==> src/rtl/vdp_vram_pkg.sv <==
// Shared types and constants for the VDP VRAM slot responder.
//   slot_owner_t  : who owns the current VRAM access slot
//   slot_state_t  : position inside the 4-clock slot
//   wr_entry_t    : buffered CPU write (address + data)
//   DS_*          : DOTSTATE phase encodings (10 -> 00 -> 01 -> 11)
//   vram_phys()   : logical -> physical VRAM address mapping
package vdp_vram_pkg;

   localparam int unsigned VRAM_ADR_W = 17;
   localparam int unsigned VRAM_DAT_W = 8;

   localparam logic [1:0] DS_10 = 2'b10;
   localparam logic [1:0] DS_00 = 2'b00;
   localparam logic [1:0] DS_01 = 2'b01;
   localparam logic [1:0] DS_11 = 2'b11;

   typedef enum logic [1:0] {
      IDLE,
      SPRITE,
      CPU_WR,
      CPU_RD
   } slot_owner_t;

   typedef enum logic [1:0] {
      SL_IDLE,
      SL_ISSUE,
      SL_CAPTURE,
      SL_RELEASE
   } slot_state_t;

   typedef struct packed {
      logic [VRAM_ADR_W-1:0] adr;
      logic [VRAM_DAT_W-1:0] dat;
   } wr_entry_t;

   // Interleave mode rotates the byte-lane bit to the top of the address.
   function automatic logic [VRAM_ADR_W-1:0] vram_phys(
      input logic [VRAM_ADR_W-1:0] a,
      input logic                  interleave
   );
      return interleave ? {a[0], a[VRAM_ADR_W-1:1]} : a;
   endfunction

endpackage

==> src/rtl/vdp_vram_wr_fifo.sv <==
// CPU write buffer for the VRAM slot responder.
//   clk_i        : clock
//   rst_i        : synchronous active-high reset, flushes all entries
//   push_i       : enqueue push_data_i (ignored when full)
//   push_data_i  : entry to enqueue
//   pop_i        : dequeue head (ignored when empty)
//   head_o       : oldest entry
//   full_o       : no free entry
//   empty_o      : no entry stored
module vdp_vram_wr_fifo
   import vdp_vram_pkg::*;
#(
   parameter int unsigned DEPTH = 2
) (
   input  logic      clk_i,
   input  logic      rst_i,
   input  logic      push_i,
   input  wr_entry_t push_data_i,
   input  logic      pop_i,
   output wr_entry_t head_o,
   output logic      full_o,
   output logic      empty_o
);

   localparam int unsigned PTR_W = (DEPTH > 1) ? $clog2(DEPTH) : 1;
   localparam logic [PTR_W:0] FULL_CNT = (PTR_W + 1)'(DEPTH);

   wr_entry_t        mem_q [DEPTH];
   logic [PTR_W-1:0] wr_ptr_q;
   logic [PTR_W-1:0] rd_ptr_q;
   logic [PTR_W:0]   cnt_q;
   logic             do_push;
   logic             do_pop;

   // Full is judged on the pre-edge count, so a push coinciding with a pop
   // on a full buffer is rejected.
   assign full_o  = (cnt_q == FULL_CNT);
   assign empty_o = (cnt_q == '0);
   assign do_push = push_i && !full_o;
   assign do_pop  = pop_i && !empty_o;
   assign head_o  = mem_q[rd_ptr_q];

   always_ff @(posedge clk_i) begin
      if (rst_i) begin
         wr_ptr_q <= '0;
         rd_ptr_q <= '0;
         cnt_q    <= '0;
      end else begin
         if (do_push) wr_ptr_q <= wr_ptr_q + PTR_W'(1);
         if (do_pop)  rd_ptr_q <= rd_ptr_q + PTR_W'(1);
         case ({do_push, do_pop})
            2'b10:   cnt_q <= cnt_q + (PTR_W + 1)'(1);
            2'b01:   cnt_q <= cnt_q - (PTR_W + 1)'(1);
            default: cnt_q <= cnt_q;
         endcase
      end
   end

   always_ff @(posedge clk_i) begin
      if (do_push) mem_q[wr_ptr_q] <= push_data_i;
   end

endmodule

==> src/rtl/vdp_vram_slot_responder.sv <==
// VRAM-side responder: one SRAM access slot per 4-clock dot, shared between
// the sprite engine read port and a buffered CPU write / CPU read path.
//   CLK21M, RESET              : clock, synchronous active-high reset
//   DOTSTATE                   : dot phase, slot starts on the 10 phase
//   VRAMINTERLEAVEMODE         : physical address = {A[0],A[16:1]} when 1
//   SPVRAMACCESSING, PRAMADR   : sprite claims the slot / read address
//   PRAMDAT                    : sprite read data (held until next capture)
//   CPU_WR_REQ/ADR/DAT, _ACK   : CPU write request, 1-cycle accept pulse
//   CPU_RD_REQ/ADR, _DAT, _ACK : CPU read request, data with 1-cycle pulse
//   MEM_ADR/OE/WE/DOUT, MEM_DIN: async SRAM interface
module vdp_vram_slot_responder
   import vdp_vram_pkg::*;
#(
   parameter int unsigned ADR_W       = VRAM_ADR_W,
   parameter int unsigned DAT_W       = VRAM_DAT_W,
   parameter int unsigned WFIFO_DEPTH = 2
) (
   input  logic             CLK21M,
   input  logic             RESET,
   input  logic [1:0]       DOTSTATE,
   input  logic             VRAMINTERLEAVEMODE,
   input  logic             SPVRAMACCESSING,
   input  logic [ADR_W-1:0] PRAMADR,
   output logic [DAT_W-1:0] PRAMDAT,
   input  logic             CPU_WR_REQ,
   input  logic [ADR_W-1:0] CPU_WR_ADR,
   input  logic [DAT_W-1:0] CPU_WR_DAT,
   output logic             CPU_WR_ACK,
   input  logic             CPU_RD_REQ,
   input  logic [ADR_W-1:0] CPU_RD_ADR,
   output logic [DAT_W-1:0] CPU_RD_DAT,
   output logic             CPU_RD_ACK,
   output logic [ADR_W-1:0] MEM_ADR,
   output logic             MEM_OE,
   output logic             MEM_WE,
   output logic [DAT_W-1:0] MEM_DOUT,
   input  logic [DAT_W-1:0] MEM_DIN
);

   slot_state_t      slot_q,     slot_d;
   slot_owner_t      owner_q,    owner_d;
   logic [ADR_W-1:0] mem_adr_q,  mem_adr_d;
   logic             mem_oe_q,   mem_oe_d;
   logic             mem_we_q,   mem_we_d;
   logic [DAT_W-1:0] mem_dout_q, mem_dout_d;
   logic [DAT_W-1:0] pramdat_q,  pramdat_d;
   logic [DAT_W-1:0] rd_dat_q,   rd_dat_d;
   logic             rd_ack_q,   rd_ack_d;
   logic             wr_ack_q,   wr_ack_d;
   logic             rd_pend_q,  rd_pend_d;
   logic [ADR_W-1:0] rd_adr_q,   rd_adr_d;
   logic             rd_done_q,  rd_done_d;

   logic      fifo_push;
   logic      fifo_pop;
   logic      fifo_full;
   logic      fifo_empty;
   wr_entry_t fifo_in;
   wr_entry_t fifo_head;

   assign fifo_in = '{adr: CPU_WR_ADR, dat: CPU_WR_DAT};

   vdp_vram_wr_fifo #(
      .DEPTH (WFIFO_DEPTH)
   ) u_wr_fifo (
      .clk_i       (CLK21M),
      .rst_i       (RESET),
      .push_i      (fifo_push),
      .push_data_i (fifo_in),
      .pop_i       (fifo_pop),
      .head_o      (fifo_head),
      .full_o      (fifo_full),
      .empty_o     (fifo_empty)
   );

   always_comb begin
      slot_d     = slot_q;
      owner_d    = owner_q;
      mem_adr_d  = mem_adr_q;
      mem_oe_d   = mem_oe_q;
      mem_we_d   = mem_we_q;
      mem_dout_d = mem_dout_q;
      pramdat_d  = pramdat_q;
      rd_dat_d   = rd_dat_q;
      rd_ack_d   = 1'b0;
      wr_ack_d   = 1'b0;
      rd_pend_d  = rd_pend_q;
      rd_adr_d   = rd_adr_q;
      rd_done_d  = rd_done_q;
      fifo_push  = 1'b0;
      fifo_pop   = 1'b0;

      // Write accept; the ACK cycle blocks a second push of the same request.
      if (CPU_WR_REQ && !fifo_full && !wr_ack_q) begin
         fifo_push = 1'b1;
         wr_ack_d  = 1'b1;
      end

      // Read latch re-arms only after REQ has been seen low following an ACK.
      if (!CPU_RD_REQ) rd_done_d = 1'b0;
      if (CPU_RD_REQ && !rd_pend_q && !rd_done_q) begin
         rd_pend_d = 1'b1;
         rd_adr_d  = CPU_RD_ADR;
      end

      case (slot_q)
         SL_IDLE: begin
            mem_oe_d = 1'b0;
            mem_we_d = 1'b0;
            owner_d  = IDLE;
            if (DOTSTATE == DS_10) begin
               if (SPVRAMACCESSING) begin
                  owner_d   = SPRITE;
                  mem_adr_d = vram_phys(PRAMADR, VRAMINTERLEAVEMODE);
                  mem_oe_d  = 1'b1;
                  slot_d    = SL_ISSUE;
               end else if (!fifo_empty) begin
                  owner_d    = CPU_WR;
                  mem_adr_d  = vram_phys(fifo_head.adr, VRAMINTERLEAVEMODE);
                  mem_dout_d = fifo_head.dat;
                  mem_we_d   = 1'b1;
                  slot_d     = SL_ISSUE;
               end else if (rd_pend_q) begin
                  // Reached only with an empty write buffer: reads never
                  // overtake buffered writes.
                  owner_d   = CPU_RD;
                  mem_adr_d = vram_phys(rd_adr_q, VRAMINTERLEAVEMODE);
                  mem_oe_d  = 1'b1;
                  slot_d    = SL_ISSUE;
               end
            end
         end
         SL_ISSUE: begin
            mem_we_d = 1'b0;
            slot_d   = SL_CAPTURE;
            case (owner_q)
               SPRITE: pramdat_d = MEM_DIN;
               CPU_WR: fifo_pop  = 1'b1;
               CPU_RD: begin
                  rd_dat_d  = MEM_DIN;
                  rd_ack_d  = 1'b1;
                  rd_pend_d = 1'b0;
                  rd_done_d = 1'b1;
               end
               default: ;
            endcase
         end
         SL_CAPTURE: begin
            mem_oe_d = 1'b0;
            slot_d   = SL_RELEASE;
         end
         SL_RELEASE: begin
            slot_d  = SL_IDLE;
            owner_d = IDLE;
         end
         default: slot_d = SL_IDLE;
      endcase
   end

   always_ff @(posedge CLK21M) begin
      if (RESET) begin
         slot_q     <= SL_IDLE;
         owner_q    <= IDLE;
         mem_adr_q  <= '0;
         mem_oe_q   <= 1'b0;
         mem_we_q   <= 1'b0;
         mem_dout_q <= '0;
         pramdat_q  <= '0;
         rd_dat_q   <= '0;
         rd_ack_q   <= 1'b0;
         wr_ack_q   <= 1'b0;
         rd_pend_q  <= 1'b0;
         rd_adr_q   <= '0;
         rd_done_q  <= 1'b0;
      end else begin
         slot_q     <= slot_d;
         owner_q    <= owner_d;
         mem_adr_q  <= mem_adr_d;
         mem_oe_q   <= mem_oe_d;
         mem_we_q   <= mem_we_d;
         mem_dout_q <= mem_dout_d;
         pramdat_q  <= pramdat_d;
         rd_dat_q   <= rd_dat_d;
         rd_ack_q   <= rd_ack_d;
         wr_ack_q   <= wr_ack_d;
         rd_pend_q  <= rd_pend_d;
         rd_adr_q   <= rd_adr_d;
         rd_done_q  <= rd_done_d;
      end
   end

   assign PRAMDAT    = pramdat_q;
   assign CPU_WR_ACK = wr_ack_q;
   assign CPU_RD_DAT = rd_dat_q;
   assign CPU_RD_ACK = rd_ack_q;
   assign MEM_ADR    = mem_adr_q;
   assign MEM_OE     = mem_oe_q;
   assign MEM_WE     = mem_we_q;
   assign MEM_DOUT   = mem_dout_q;

endmodule

==> config.mk <==
export PLATFORM = sky130hd
export DESIGN_NAME = vdp_vram_slot_responder
export DESIGN_NICKNAME = d
export VERILOG_FILES = /design/src/rtl/vdp_vram_pkg.sv /design/src/rtl/vdp_vram_wr_fifo.sv /design/src/rtl/vdp_vram_slot_responder.sv
export SDC_FILE = /design/constraint.sdc
export NUM_CORES = 1
export LEC_CHECK = 0
export CAP_MARGIN = 20
export CORE_MARGIN = 4
export CORE_UTILIZATION = 35
export DETAILED_ROUTE_END_ITERATION = 8
export GPL_ROUTABILITY_DRIVEN = 0
export HOLD_SLACK_MARGIN = 0.08
export SYNTH_ARGS = -nofsm -noshare
export SYNTH_HDL_FRONTEND = slang
export SYNTH_SLANG_ARGS = --single-unit
==> constraint.sdc <==
create_clock -name CLK21M -period 4.54 [get_ports CLK21M]
set_input_delay 1.362 -clock CLK21M [delete_from_list [all_inputs] [get_ports CLK21M]]
set_output_delay 1.362 -clock CLK21M [all_outputs]
set_load 0.05 [all_outputs]
==> reports/qor.yml <==
timing:
  setup_tns_ns: 0
  skew_ns: 0.007275
  rsz0062_at_grt: "false"
  timing.fmax_mhz: 333.4
  max_slew_margin_pct: 37.49
  period_share_pct: 66.06
  worst_slew_pin_slew_ns: 0.9377
  finalCriticalPeriod_ns: 2.999
  slew_violations: 0
  setup_viol: 0
  hold_viol: 0
cells_and_area:
  fin_cells: 755
  final_common_cell: "clkdlybuf4s50_1"
  layout_common_cells: "clkdlybuf4s50_1 (117), dfxtp_1 (73), edfxtp_1 (50)"
  multiInputGateArea_um2: 2041
  num-fill-cells: 1305
  nNetsFinal: 639
  drive_above_1_share_pct: 14.01
  final-seq-area_um2: 2963
  fin_area_um2: 7183
  antenna-diode-count: 0
  area_growth_pct: 35.34
global_route:
  grt_max_degree: 49
  grt_pass1_wl_um: 19850
  grt_pass1_vias: 3862
  antenna_found_initial: 0
  grt_usage_pct: 14.43
  overflow: 0
die:
  die-area_um2: 17200
  start_util_pct: 36.11
  rows: 44
  num_io_pins: 120
  die_w_um: 131.1
  die_h_um: 131.1
  core_um2: 14700
cts:
  cts_resized: 0
  post_cts_buffers: 0
  clk_pin_slew_worst_paths_ns: 0.05
  cts.sinks: 123
  clk_path_buf_depth: 2
  cts-buffers-inserted: 17
  cts_tree: "built"
  clk_latency_ns: 0.41
  cts.hold.buffers_added: 0
  htreeDepth: 4
  cts-root-buf: "clkbuf_16"
placed_design:
  portBuffers: 119
  hpwl_um: 9103
  post-place-cells: 721
  placed_area_um2: 6603
worst_setup_path:
  crit_arrival_ns: 3.30
  endpoint_kind: "flop"
  crit_type: "in -> reg"
  start_kind: "input port"
  crit_fanout: 18
  cp.required_ns: 4.84
routing:
  dr.first_iter.drc_count: 221
  wire_per_inst_um: 16.79
  via_count: 3804
  wirelength_um: 12680
  firstDrtPassIters: 4
  viasPerCell: 5.038
  drc: 0
  drtAntennaViolNets: 0
yosys:
  ys.flop_type: "dfxtp_1"
  synthArstFlopShare_pct: 0
  synth_cells: 443
  synth_fp_nets: 524
  syn_area_per_cell_um2: 11.98
  synth_warnings: 0
  synth.distinct_cells: 47
  syn_area_um2: 5308
  synth_edf_count: 50
  seq_area_frac_synth_pct: 55.82
  synth_seq_cells: 123
outcome:
  outcome: "completed"
pwr:
  p_sw_share_pct: 26.36
  ir_worst_vdd_v: 0.0002513
  seq_power_share_pct: 41.3
  p_clk_share_pct: 41.0
  p_comb_share_pct: 17.7
  p_sw_mw: 0.8130
  powerDensity_nw_per_um2: 429.3
  p_int_mw: 2.271
  p_leak_nw: 2.478
flow_run:
  cap_violations: 0
worst_hold_path:
  hold_path.class: "reg -> reg"
-- path summary, 6_finish.rpt --
path | from | to | slack (ns) | depth (start not counted)
worst min-delay path | rd_adr_q[3] | rd_adr_q[3] | 0.45 | 2
worst max-delay path | DOTSTATE[1] | MEM_ADR[8] | 1.54 | 5
worst min register to register | rd_adr_q[3] | rd_adr_q[3] | 0.45 | 2
worst max register to register | slot_q[0] | MEM_ADR[8] | 2.35 | 6
-- sequential cells by signal (all words and copies together), names as in the netlist, 2 cells and up, named ones only --
signal	cells
MEM_DOUT	8
rd_adr_q	17
u_wr_fifo.cnt_q	2
MEM_ADR	17
u_wr_fifo.mem_q	50
slot_q	2
PRAMDAT	8
owner_q	2
CPU_RD_DAT	8
-- power by group through the flow --
stage	logic (mW)	clock network (mW)	registers, mW
after floorplan	0.285	0	1.36
after global placement	0.531	0	1.29
after detailed placement	0.541	0	1.29
after CTS	0.547	1.28	1.27
after global routing	0.594	1.33	1.28
final	0.547	1.26	1.27
-- critical path, stage by stage --
cell and delay [ns]:
clkdlybuf4s50_1 0.51, nor4bb_2 0.29, buf_4 0.27, nand3b_1 0.49
o221ai_1 0.37
-- logic make-up after synthesis --
group,synth area share [%]
AOI/OAI and AO/OA,10.63
xor gates and xnor gates,0.3301
adders and majority gates,1.414
buffers and inverters,5.893
DFF,55.82
muxes,17.23
and+or+nand+nor,8.675
-- metal layers --
| layer | GRT usage (%) | vias to the layer above | routed length (µm) |
|---|---|---|---|
| met5 | 0 | - | 0 |
| met4 | 5.718 | 0 | 262 |
| met3 | 4.128 | 22 | 640 |
| met2 | 23.39 | 108 | 6146 |
| met1 | 18.33 | 1823 | 5625 |
| li1 | - | 1851 | - |
-- cell usage after synthesis (all sizes together) (3+ instances only) --
library cell,count,share of area [%]
mux4,17,7.2
edfxtp,50,28
mux2,17,3.6
a311oi,8,1.3
nor2b,3,0.35
buf,18,2.2
o211ai,3,0.42
ha,6,1.4
a22o,8,1.3
or3,3,0.35
mux2i,34,6.4
dfxtp,73,28
clkbuf,12,0.85
nor2,14,0.99
nand3,18,1.7
o221ai,17,2.9
a21oi,32,3.0
nand2,41,2.9
inv,40,2.8
-- stage by stage --
step	setup slack, ns	power (mW)	utilization [%]	hold WS, ns
after floorplan	1.320	1.645	-	0.4363
after CTS	1.453	3.104	48.74	0.4547
after detailed placement	1.039	1.836	44.92	0.4479
after global placement	1.106	1.824	44.92	0.4418
final	1.541	3.084	48.87	0.4535
after global routing	1.360	3.204	48.87	0.4721
-- cell type report --
| type | count | share of cell area, % |
|---|---|---|
| clock buffer | 25 | 6.898 |
| clock inverter | 7 | 0.9232 |
| inverter | 40 | 2.090 |
| tap | 184 | 3.205 |
| multi-input combinational | 250 | 28.41 |
| timing repair buffer | 126 | 17.23 |
| sequential | 123 | 41.25 |
Note: power is estimated with default switching activity, not from simulation.
